===== src/rtl/layer_header_sequencer.sv =====
// Walks every layer of the register bank once per frame and hands each header,
// tagged with its layer index, downstream over valid/ready. Optional macro: LAYER_SKIP_EN.
module layer_header_sequencer #(
   parameter int NUM_LAYERS = 32,
   parameter int LAYER_W    = 5,
   parameter int HDR_W      = 128
) (
   input  logic               clk,
   input  logic               rst,
   input  logic               frame_start,
   output logic [LAYER_W-1:0] pipe_layer,
   input  logic [HDR_W-1:0]   pipe_allRegisters,
   output logic               hdr_valid,
   input  logic               hdr_ready,
   output logic [HDR_W-1:0]   hdr_data,
   output logic [LAYER_W-1:0] hdr_layer,
   output logic               busy,
   output logic               frame_done,
   output logic               overrun
);

   localparam logic [LAYER_W-1:0] LAST = LAYER_W'(NUM_LAYERS - 1);

   typedef enum logic [2:0] {S_IDLE, S_ADDR, S_CAPT, S_OUT, S_DONE} state_t;

   state_t             r_state, w_state_nxt;
   logic [LAYER_W-1:0] r_cnt, w_cnt_nxt;
   logic [LAYER_W-1:0] r_pl, w_pl_nxt;
   logic [LAYER_W-1:0] r_hl, w_hl_nxt;
   logic [HDR_W-1:0]   r_data, w_data_nxt;
   logic               r_vld, w_vld_nxt;
   logic               r_busy, w_busy_nxt;
   logic               r_ovr, w_ovr_nxt;
   logic               w_last;
   logic               w_emit;

   assign w_last = (r_cnt == LAST);

   // Bit 0 of register 0 is the layer enable; it only matters when skipping is built in.
`ifdef LAYER_SKIP_EN
   assign w_emit = pipe_allRegisters[0];
`else
   assign w_emit = 1'b1;
`endif

   always_ff @(posedge clk or posedge rst) begin
      if (rst) begin
         r_state <= S_IDLE;
         r_cnt   <= '0;
         r_pl    <= '0;
         r_hl    <= '0;
         r_data  <= '0;
         r_vld   <= 1'b0;
         r_busy  <= 1'b0;
         r_ovr   <= 1'b0;
      end else begin
         r_state <= w_state_nxt;
         r_cnt   <= w_cnt_nxt;
         r_pl    <= w_pl_nxt;
         r_hl    <= w_hl_nxt;
         r_data  <= w_data_nxt;
         r_vld   <= w_vld_nxt;
         r_busy  <= w_busy_nxt;
         r_ovr   <= w_ovr_nxt;
      end
   end

   always_comb begin
      w_state_nxt = r_state;
      w_cnt_nxt   = r_cnt;
      w_pl_nxt    = r_pl;
      w_hl_nxt    = r_hl;
      w_data_nxt  = r_data;
      w_vld_nxt   = r_vld;
      w_busy_nxt  = r_busy;
      // A start request outside IDLE (including the DONE cycle) is dropped but remembered.
      w_ovr_nxt   = r_ovr | (frame_start && (r_state != S_IDLE));
      case (r_state)
         S_IDLE: begin
            if (frame_start) begin
               w_state_nxt = S_ADDR;
               w_cnt_nxt   = '0;
               w_pl_nxt    = '0;
               w_busy_nxt  = 1'b1;
            end
         end
         S_ADDR: w_state_nxt = S_CAPT;
         S_CAPT: begin
            if (w_emit) begin
               w_data_nxt  = pipe_allRegisters;
               w_hl_nxt    = r_cnt;
               w_vld_nxt   = 1'b1;
               w_state_nxt = S_OUT;
            end else if (w_last) begin
               w_state_nxt = S_DONE;
            end else begin
               w_cnt_nxt   = r_cnt + 1'b1;
               w_pl_nxt    = r_cnt + 1'b1;
               w_state_nxt = S_ADDR;
            end
         end
         S_OUT: begin
            if (r_vld && hdr_ready) begin
               w_vld_nxt = 1'b0;
               if (w_last) begin
                  w_state_nxt = S_DONE;
               end else begin
                  w_cnt_nxt   = r_cnt + 1'b1;
                  w_pl_nxt    = r_cnt + 1'b1;
                  w_state_nxt = S_ADDR;
               end
            end
         end
         S_DONE: begin
            w_busy_nxt  = 1'b0;
            w_pl_nxt    = '0;
            w_cnt_nxt   = '0;
            w_state_nxt = S_IDLE;
         end
         default: w_state_nxt = S_IDLE;
      endcase
   end

   assign pipe_layer = r_pl;
   assign hdr_valid  = r_vld;
   assign hdr_data   = r_data;
   assign hdr_layer  = r_hl;
   assign busy       = r_busy;
   assign frame_done = (r_state == S_DONE);
   assign overrun    = r_ovr;

endmodule


===== config.mk =====
export PLATFORM = sky130hd
export DESIGN_NAME = layer_header_sequencer
export DESIGN_NICKNAME = d
export VERILOG_FILES = /design/src/rtl/layer_header_sequencer.sv
export SDC_FILE = /design/constraint.sdc
export NUM_CORES = 1
export LEC_CHECK = 0
export ABC_AREA = 1
export CAP_MARGIN = 20
export CORE_MARGIN = 3
export CORE_UTILIZATION = 41
export CTS_BUF_LIST = sky130_fd_sc_hd__clkbuf_16
export CTS_CLUSTER_DIAMETER = 50
export DETAILED_ROUTE_END_ITERATION = 10
export GPL_ROUTABILITY_DRIVEN = 0
export PLACE_DENSITY_LB_ADDON = 0.15
export SLEW_MARGIN = 20
export SYNTH_ARGS = -nofsm -noshare
export SYNTH_HDL_FRONTEND = slang
export SYNTH_SLANG_ARGS = --single-unit
export TNS_END_PERCENT = 10

===== constraint.sdc =====
create_clock -name clk -period 6.4 [get_ports clk]
set_clock_uncertainty 0.1 [all_clocks]
set_input_delay 0.96 -clock clk [delete_from_list [all_inputs] [get_ports clk]]
set_output_delay 0.96 -clock clk [all_outputs]
set_load 0.01 [all_outputs]

==> key figures <==
Setup path
  • Worst setup SP type: flop
  • Reg2reg start: r_state[1]
  • Kind of end point of the critical path: primary output
  • Critical path class: reg -> out
  • Worst EP arrival: 1.93 ns
  • R2R setup slack: 4.20 ns
  • WP data required: 5.34 ns
  • R2r endpoint: hdr_data[109]
  • CP max FO: 6
  • R2r worst-path depth: 4

Power
  • Peak supply drop: 305 uV
  • Gate power share: 43.8%
  • Cell internal pwr: 2880 uW
  • P_leak: 0.00449 uW
  • Clk network pwr share: 20.3%
  • Power per cell area: 485 nW/um^2
  • Net Switching: 1530 uW
  • Net Sw Frac: 34.8%
  • Reg power frac: 35.9%

Synth
  • Syn Inst Count: 640
  • YS warnings: 0
  • Area contributors post-synth: dfrtp_1 63%, nand2_1 11%, o21ai_0 9.8%
  • Seq/Total Area, Yosys: 63.0%
  • Unique masters post-synth: 20
  • Syn Nets: 774
  • Synthesized area: 5720 sq um
  • Area share of the largest cell type after synthesis: 63.0%
  • Post-synthesis register bit count: 144
  • Area leader, netlist: dfrtp_1
  • Mean Syn Cell Area: 8.94 sq um

Clock tree
  • Clock root cell: clkbuf_16
  • CTS tree: yes
  • Clk pin slew, worst setup/hold paths: 0.05 ns
  • Worst-Skew Late Latency: 0.41 ns
  • Clock sink count: 144
  • Post-cts hold buffer count: 0
  • Post-CTS sizing: 0
  • Setup Buffers After CTS: 0
  • Clk buf depth: 2
  • Total CTS buffers: 17
  • CTS H-tree depth: 4

Cells and area
  • Nets@finish: 1040
  • Layout cells sized above 1: 3.49%
  • Antenna cell count: 0
  • Area growth from synthesis to layout: 58.9%
  • Fillers: 1132

Detailed routing
  • Routed Antenna Nets: 0
  • DR vias: 4993
  • Drt wl/cell: 14.6 um
  • Via density per instance: 4.56
  • DRT Wirelength: 16000 um
  • Initial drt markers: 347
  • DR pass1 iterations: 4
  • # DRC: 0

STA
  • Worst slew pin tran: 0.895 ns
  • Min Tclk post-route: 2.99 ns
  • Max-slew violations: 0
  • Max frequency: 335 MHz
  • # setup viols final: 0
  • Final hold violation count: 0
  • Tcrit/Tclk final: 46.7%
  • RSZ-0062 raised after global routing: false
  • Final WS setup: 3.41 ns
  • TNS Setup: 0 ns
  • Max_slew headroom: 40.3%

Die
  • Starting Density: 42.5%
  • # IOs: 274
  • Die Wd: 124 um
  • Core box area: 13500 sq um
  • Die Y: 124 um
  • Die area: 15400 sq um
  • # rows: 42

Worst hold path
  • Hold Path Origin: overrun
  • Endpoint, Worst Hold: overrun
  • Hold Crit Depth: 1
  • Min-Delay Path Class: reg -> reg

Placed design
  • Setup WS pre-CTS: 3.38 ns
  • I/O Buffers: 273
  • Hpwl dp: 11900 um

Global route
  • Antenna violations before repair: 0
  • Vias in the first global route: 4799
  • First-pass GRT wire length: 24300 um
  • Largest net degree at the start of global routing: 109
  • Total track usage: 20.6%
  • Grt ovf: 0

Outcome
  • Status: completed

Flow run
  • # Max-Cap Violations: 0
[layout make-up]
cell class / count / area (sq um) / area share, %
Tap cell: 176 / 220 / 2.42
Multi-Input combinational cell: 325 / 1440 / 15.9
Timing Repair Buffer: 276 / 2760 / 30.3
Sequential cell: 144 / 3600 / 39.6
Inverter: 142 / 538 / 5.91
Clock inverter: 14 / 110 / 1.21
Clock buffer: 17 / 425 / 4.68
[critical path, stage by stage, from the launching register on]
cell and delay [ns]:
dfrtp_1 0.46, nor2_1 0.25, inv_1 0.11, nor2_1 0.14
clkdlybuf4s50_1 0.57
[layout by cell type, fill, tap and decap left out, types with 2 or more instances in the layout]
master	n
clkdlybuf4s50_1	273
nand2_1	164
inv_1	144
dfrtp_1	144
o21ai_0	112
o21ai_1	22
clkbuf_16	17
nor2_1	12
nand3_1	5
clkinv_1	4
clkinv_2	4
buf_4	3
nor2_2	2
ha_1	2
bufinv_16	2
[worst max path at each step]
stage	from	endpoint	slack, ns	cells after the start
finish	r_state[1]	frame_done	3.41	4
global route	r_state[1]	frame_done	3.27	4
CTS	r_state[1]	frame_done	3.40	4
detailed placement	rst	hdr_data[88]	3.38	3
global placement	rst	hdr_data[94]	3.39	3
floorplan	rst	busy	1.47	1
[sequential cells by signal, summed over array words and instances (netlist names)]
name and cells:
hdr_data 128, hdr_layer 5, pipe_layer 5, r_state 3
busy 1, hdr_valid 1, overrun 1
[cell families (layout without fill, tap and decap cells)]
family | count (synthesis) | count (layout) | synth area share [%]
simple gates | 187 | 187 | 12.7
buf+inv | 171 | 449 | 11.9
flops | 144 | 144 | 63.0
compound gates | 136 | 136 | 11.9
fa+ha+maj | 2 | 2 | 0.437
[synth_stat cells]
cell and count:
buf_6 1, nor2_1 12, o21ai_0 112, inv_1 141, nand2_2 1, nand3_1 5, nor2_2 2, buf_4 2
nand3_2 1, buf_2 21, clkbuf_1 5, inv_2 1, dfrtp_1 144, a21o_1 1, o21ai_1 22, a21oi_1 1
nand4_1 1, ha_1 2, nand2_1 164, nor3b_1 1
[stage by stage]
| step | cell area (sq um) | hold slack, ns | std cells | power [uW] | util, % |
|---|---|---|---|---|---|
| 6_report | 9100 | 0.353 | 1094 | 4410 | 67.6 |
| 4_1_cts | 9100 | 0.361 | 1094 | 4460 | 67.6 |
| 3_3_place_gp | 8560 | 0.351 | 1063 | 3470 | 63.6 |
| 3_5_place_dp | 8560 | 0.347 | 1063 | 3550 | 63.6 |
| 2_1_floorplan | 5720 | 0.393 | 640 | 2440 | - |
| 5_1_grt | 9100 | 0.382 | 1094 | 4730 | 67.6 |
[power groups by stage]
stage	logic [uW]	clock network, uW	registers (uW)
2_1_floorplan	684	0	1760
3_3_place_gp	1900	0	1570
3_5_place_dp	1960	0	1590
4_1_cts	1960	914	1580
5_1_grt	2130	955	1640
6_report	1930	896	1580
[metal layers]
metal / share of wire [%] / global-route usage (%) / up-vias
li1: - / - / 2455
met1: 38 / 23.8 / 2317
met3: 11 / 7.63 / 20
met4: 1.7 / 8.21 / 0
met5: 0 / 0 / -
met2: 49 / 34.8 / 201
Power figures use the tool's default switching activity.
